$ cat config.mk
export PLATFORM = sky130hd
export DESIGN_NAME = bus_interconnect
export DESIGN_NICKNAME = d
export VERILOG_FILES = /design/src/rtl/bus_interconnect.sv
export SDC_FILE = /design/constraint.sdc
export NUM_CORES = 1
export LEC_CHECK = 0
export BUFFER_PORTS_ARGS = -buffer_cell sky130_fd_sc_hd__buf_2
export CAP_MARGIN = 20
export CORE_AREA = 3 3 87 89
export CTS_CLUSTER_DIAMETER = 200
export DETAILED_ROUTE_END_ITERATION = 8
export DIE_AREA = 0 0 90 92
export PLACE_DENSITY = 0.6
export SLEW_MARGIN = 15
export SYNTH_ARGS = -nofsm -noshare
export SYNTH_HDL_FRONTEND = slang
export SYNTH_SLANG_ARGS = --single-unit
$ cat constraint.sdc
create_clock -name clk -period 3.51 [get_ports clk]
set_input_delay 0.5265 -clock clk [delete_from_list [all_inputs] [get_ports clk]]
set_output_delay 0.5265 -clock clk [all_outputs]
set_load 0.01 [all_outputs]
$ cat src/rtl/bus_interconnect.sv
// rtl/bus_interconnect.sv - two-master / two-slave bus fabric with parked arbiter and registered read return
module bus_interconnect #(
   parameter logic [7:0] S0_BASE = 8'h00,
   parameter logic [7:0] S0_LAST = 8'h1F,
   parameter logic [7:0] S1_BASE = 8'h70,
   parameter logic [7:0] S1_LAST = 8'h7F
) (
   input  logic        clk,
   input  logic        reset_n,
   input  logic        M0_req,
   input  logic        M0_wr,
   input  logic [7:0]  M0_address,
   input  logic [31:0] M0_dout,
   output logic        M0_grant,
   input  logic        M1_req,
   input  logic        M1_wr,
   input  logic [7:0]  M1_address,
   input  logic [31:0] M1_dout,
   output logic        M1_grant,
   output logic [31:0] M_din,
   output logic        S0_sel,
   output logic        S1_sel,
   output logic        S_wr,
   output logic [7:0]  S_address,
   output logic [31:0] S_din,
   input  logic [31:0] S0_dout,
   input  logic [31:0] S1_dout
);

   typedef enum logic {GNT_M0 = 1'b0, GNT_M1 = 1'b1} state_t;

   state_t      state;
   state_t      state_nxt;
   logic        req_g;
   logic [7:0]  s0_off;
   logic [7:0]  s1_off;
   logic        s0_hit;
   logic        s1_hit;
   logic [1:0]  sel_q;

   always_ff @(posedge clk) begin
      if (!reset_n) begin
         state <= GNT_M0;
      end else begin
         state <= state_nxt;
      end
   end

   // The holder keeps the bus while its req stays high; idle bus parks on M0.
   always_comb begin
      state_nxt = state;
      case (state)
         GNT_M0:  if (!M0_req && M1_req) state_nxt = GNT_M1;
         GNT_M1:  if (!M1_req) state_nxt = GNT_M0;
         default: state_nxt = GNT_M0;
      endcase
   end

   assign M0_grant = (state == GNT_M0);
   assign M1_grant = (state == GNT_M1);

   always_comb begin
      req_g     = M0_req;
      S_wr      = M0_wr;
      S_address = M0_address;
      S_din     = M0_dout;
      if (state == GNT_M1) begin
         req_g     = M1_req;
         S_wr      = M1_wr;
         S_address = M1_address;
         S_din     = M1_dout;
      end
   end

   // Range check as offset-from-base so a zero base never yields a constant compare.
   assign s0_off = S_address - S0_BASE;
   assign s1_off = S_address - S1_BASE;
   assign s0_hit = (s0_off <= (S0_LAST - S0_BASE));
   assign s1_hit = (s1_off <= (S1_LAST - S1_BASE));

   assign S0_sel = req_g & s0_hit;
   assign S1_sel = req_g & s1_hit & ~S0_sel;

   always_ff @(posedge clk) begin
      if (!reset_n) begin
         sel_q <= 2'b00;
      end else begin
         sel_q <= {S1_sel, S0_sel};
      end
   end

   always_comb begin
      case (sel_q)
         2'b01:   M_din = S0_dout;
         2'b10:   M_din = S1_dout;
         default: M_din = 32'h0;
      endcase
   end

endmodule

==> results.py <==
metrics = {
    "cts": {
        "clockBufferDepth": 2,
        "insertion_delay_ps": 220,
        "clkSinkCount": 3,
        "cts_made_buffers": 3,
        "cts_resized": 0,
        "hold_buffers": 0,
        "root_buffer": "clkbuf_8",
        "cts_tree": "built",
        "h-tree-depth": 1,
        "post-cts-setup-buffer-count": 0,
        "path_clk_slew_ps": 30,
    },
    "power": {
        "leakage_nw": 1.23,
        "power_density_nw_per_um2": 148,
        "ir_drop_mv": 0.111,
        "p_total_w": 0.000347,
    },
    "global_route": {
        "grt_pass1_wl_microns": 8870,
        "grt_pass1_vias": 1868,
        "grt_max_degree": 50,
        "grt_usage": 0.127,
        "grt_antenna_before_repair": 0,
        "overflow": 0,
    },
    "floorplan": {
        "die_y_microns": 92,
        "die_w_microns": 90,
        "ios": 227,
        "core_area_sq_um": 6830,
        "start_util": 0.159,
        "rows": 30,
        "dieArea_sq_um": 8280,
    },
    "setup_path": {
        "crit_start": "M1_grant$_SDFF_PN0_",
        "slowest_delay_ps": 990,
        "arrival_ps": 1980,
        "worstSetupStartpointType": "flop",
        "crit_path_top_delay_cell": "dfxtp_2",
        "critPathKind": "reg -> out",
        "r2r-start": "M1_grant$_SDFF_PN0_",
        "end_kind": "output pin",
        "required_ps": 2980,
        "crit_path_cell_trace": "or3b_1 -> a22oi_1 -> buf_2",
        "crit_fanout": 49,
    },
    "logic_synthesis": {
        "yosys.area_share.simple": 0.163,
        "ys_warn_count": 0,
        "netlist.top_cell.by_area": "mux2_2",
        "synth_xor_area_frac": 0,
        "ys_ff_latch": 3,
        "syn-mean-instance-area_sq_um": 7.78,
        "synthAdderAreaFrac": 0.0230,
        "synth_area_sq_um": 1090,
        "ys_seq_area_frac": 0.0552,
        "synth.top_cell.area_share": 0.424,
        "synthTopCellsByArea": "mux2_2 42%, a22oi_1 23%, nor2_1 11%",
        "yosysUniqueCellTypes": 19,
        "synth_compound_area_frac": 0.261,
        "synth_top_family_by_area": "multiplexers",
        "syn_inst": 140,
        "synthMuxAreaShare": 0.424,
        "synthesis.nets": 292,
    },
    "outcome": {
        "status": "complete, no violations",
    },
    "run": {
        "cap_violations": 0,
    },
    "placed_design": {
        "io_buffers": 226,
        "place.gp.congestion": 0.728,
        "hpwl_microns": 4870,
    },
    "cells_and_area": {
        "final_cell_mix": "226 x buf_2, 41 x mux2_2, 34 x a22oi_1",
        "seq_area_sq_um": 61.3,
        "final_common_cell": "buf_2",
        "multi_input_area_sq_um": 948,
        "drive_above_1_share": 0.771,
        "area_growth_pct": 115,
        "finalNetCount": 511,
        "fillers": 756,
        "n_antenna_cell": 0,
        "fin_util": 0.342,
    },
    "drt": {
        "detail-route-antenna-nets": 0,
        "drc": 0,
        "wl_per_cell_microns": 12.8,
        "post_drt_via_cell_ratio": 4.34,
        "first_pass_iters": 6,
        "wl_microns": 5790,
        "initialDrtViolationCount": 44,
        "vias": 1969,
    },
    "worst_hold_path": {
        "worstHoldStart": "M0_req",
        "holdCritPathClass": "in -> reg",
    },
    "timing": {
        "slew_violations": 0,
        "clock_skew_ps": 1.08,
        "rsz0062_at_grt": "false",
        "fin_crit_ps": 2510,
        "max_slew_margin": 0.321,
        "setup_violations": 0,
        "finalSetupTns_ps": 0,
        "tightest_slew_ps": 1020,
        "max_freq_mhz": 399,
        "hold_viol_final": 0,
        "holdWs_ps": 504,
        "post-route-period-util": 0.714,
    },
}
cell families (layout without fill, tap and decap cells):
| logic type | Yosys count | after routing |
|---|---|---|
| mux | 41 | 41 |
| fa+ha+maj | 2 | 2 |
| simple gates | 39 | 39 |
| flops | 3 | 3 |
| compound gates | 37 | 37 |
| buf+inv | 18 | 236 |
power breakdown:
| part | total [W] | switching [W] | leakage (nW) | internal [W] |
|---|---|---|---|---|
| combinational | 0.000202 | 0.0000803 | 1.18 | 0.000122 |
| clock | 0.000100 | 0.0000229 | 0.0228 | 0.0000775 |
| sequential | 0.0000441 | 0.00000874 | 0.0248 | 0.0000354 |
stage by stage:
stage	area (sq um)	cells	worst slack (ps)
floorplan	1090	140	1790
global placement	2290	450	1260
detailed placement	2290	450	1240
CTS	2340	454	992
global route	2340	454	870
finish	2340	454	1000
layer usage:
layer  vias to the layer above  global-route usage  routed length [microns]
li1                        964                   -                        -
met1                       828               0.135                     1980
met2                       165               0.220                     2850
met3                        12              0.0566                      848
met4                         0              0.0472                      118
met5                         -                   0                        0
critical path, delay by kind of cell, from the launching register on:
family | cells | cell delay, ps
AOI/OAI and AO/OA | 1 | 150
DFF | 1 | 990
buffers and inverters | 1 | 160
and+or+nand+nor | 1 | 460
cell usage after synthesis:
cell and n:
a21oi_1 1, a221oi_1 1, a221oi_2 1, a22oi_1 34
buf_2 4, buf_6 1, clkbuf_1 9, dfxtp_1 3
ha_1 2, inv_1 4, mux2_2 41, nand2_1 1
nand3b_1 1, nand4_1 1, nand4b_1 1, nor2_1 32
or3_4 1, or3b_1 1, or3b_4 1
flip-flops by register name, summed over array words and instances (netlist names):
name and flops:
sel_q 2, M1_grant 1
cell type report:
class | instances | share of cell area
clock buffer | 4 | 0.0193
inverter | 4 | 0.00643
multi-input combinational | 119 | 0.406
sequential | 3 | 0.0262
tap | 96 | 0.0514
timing repair buffer | 228 | 0.491
final timing paths:
| check | to | slack, ps | depth (start not counted) |
|---|---|---|---|
| setup / recovery | S0_sel | 1000 | 3 |
| hold / removal | M1_grant$_SDFF_PN0_ | 500 | 2 |
| setup reg to reg | sel_q[0]$_SDFF_PN0_ | 1690 | 2 |
| hold reg to reg | M1_grant$_SDFF_PN0_ | 930 | 2 |
(Power assumes the default switching activity.)
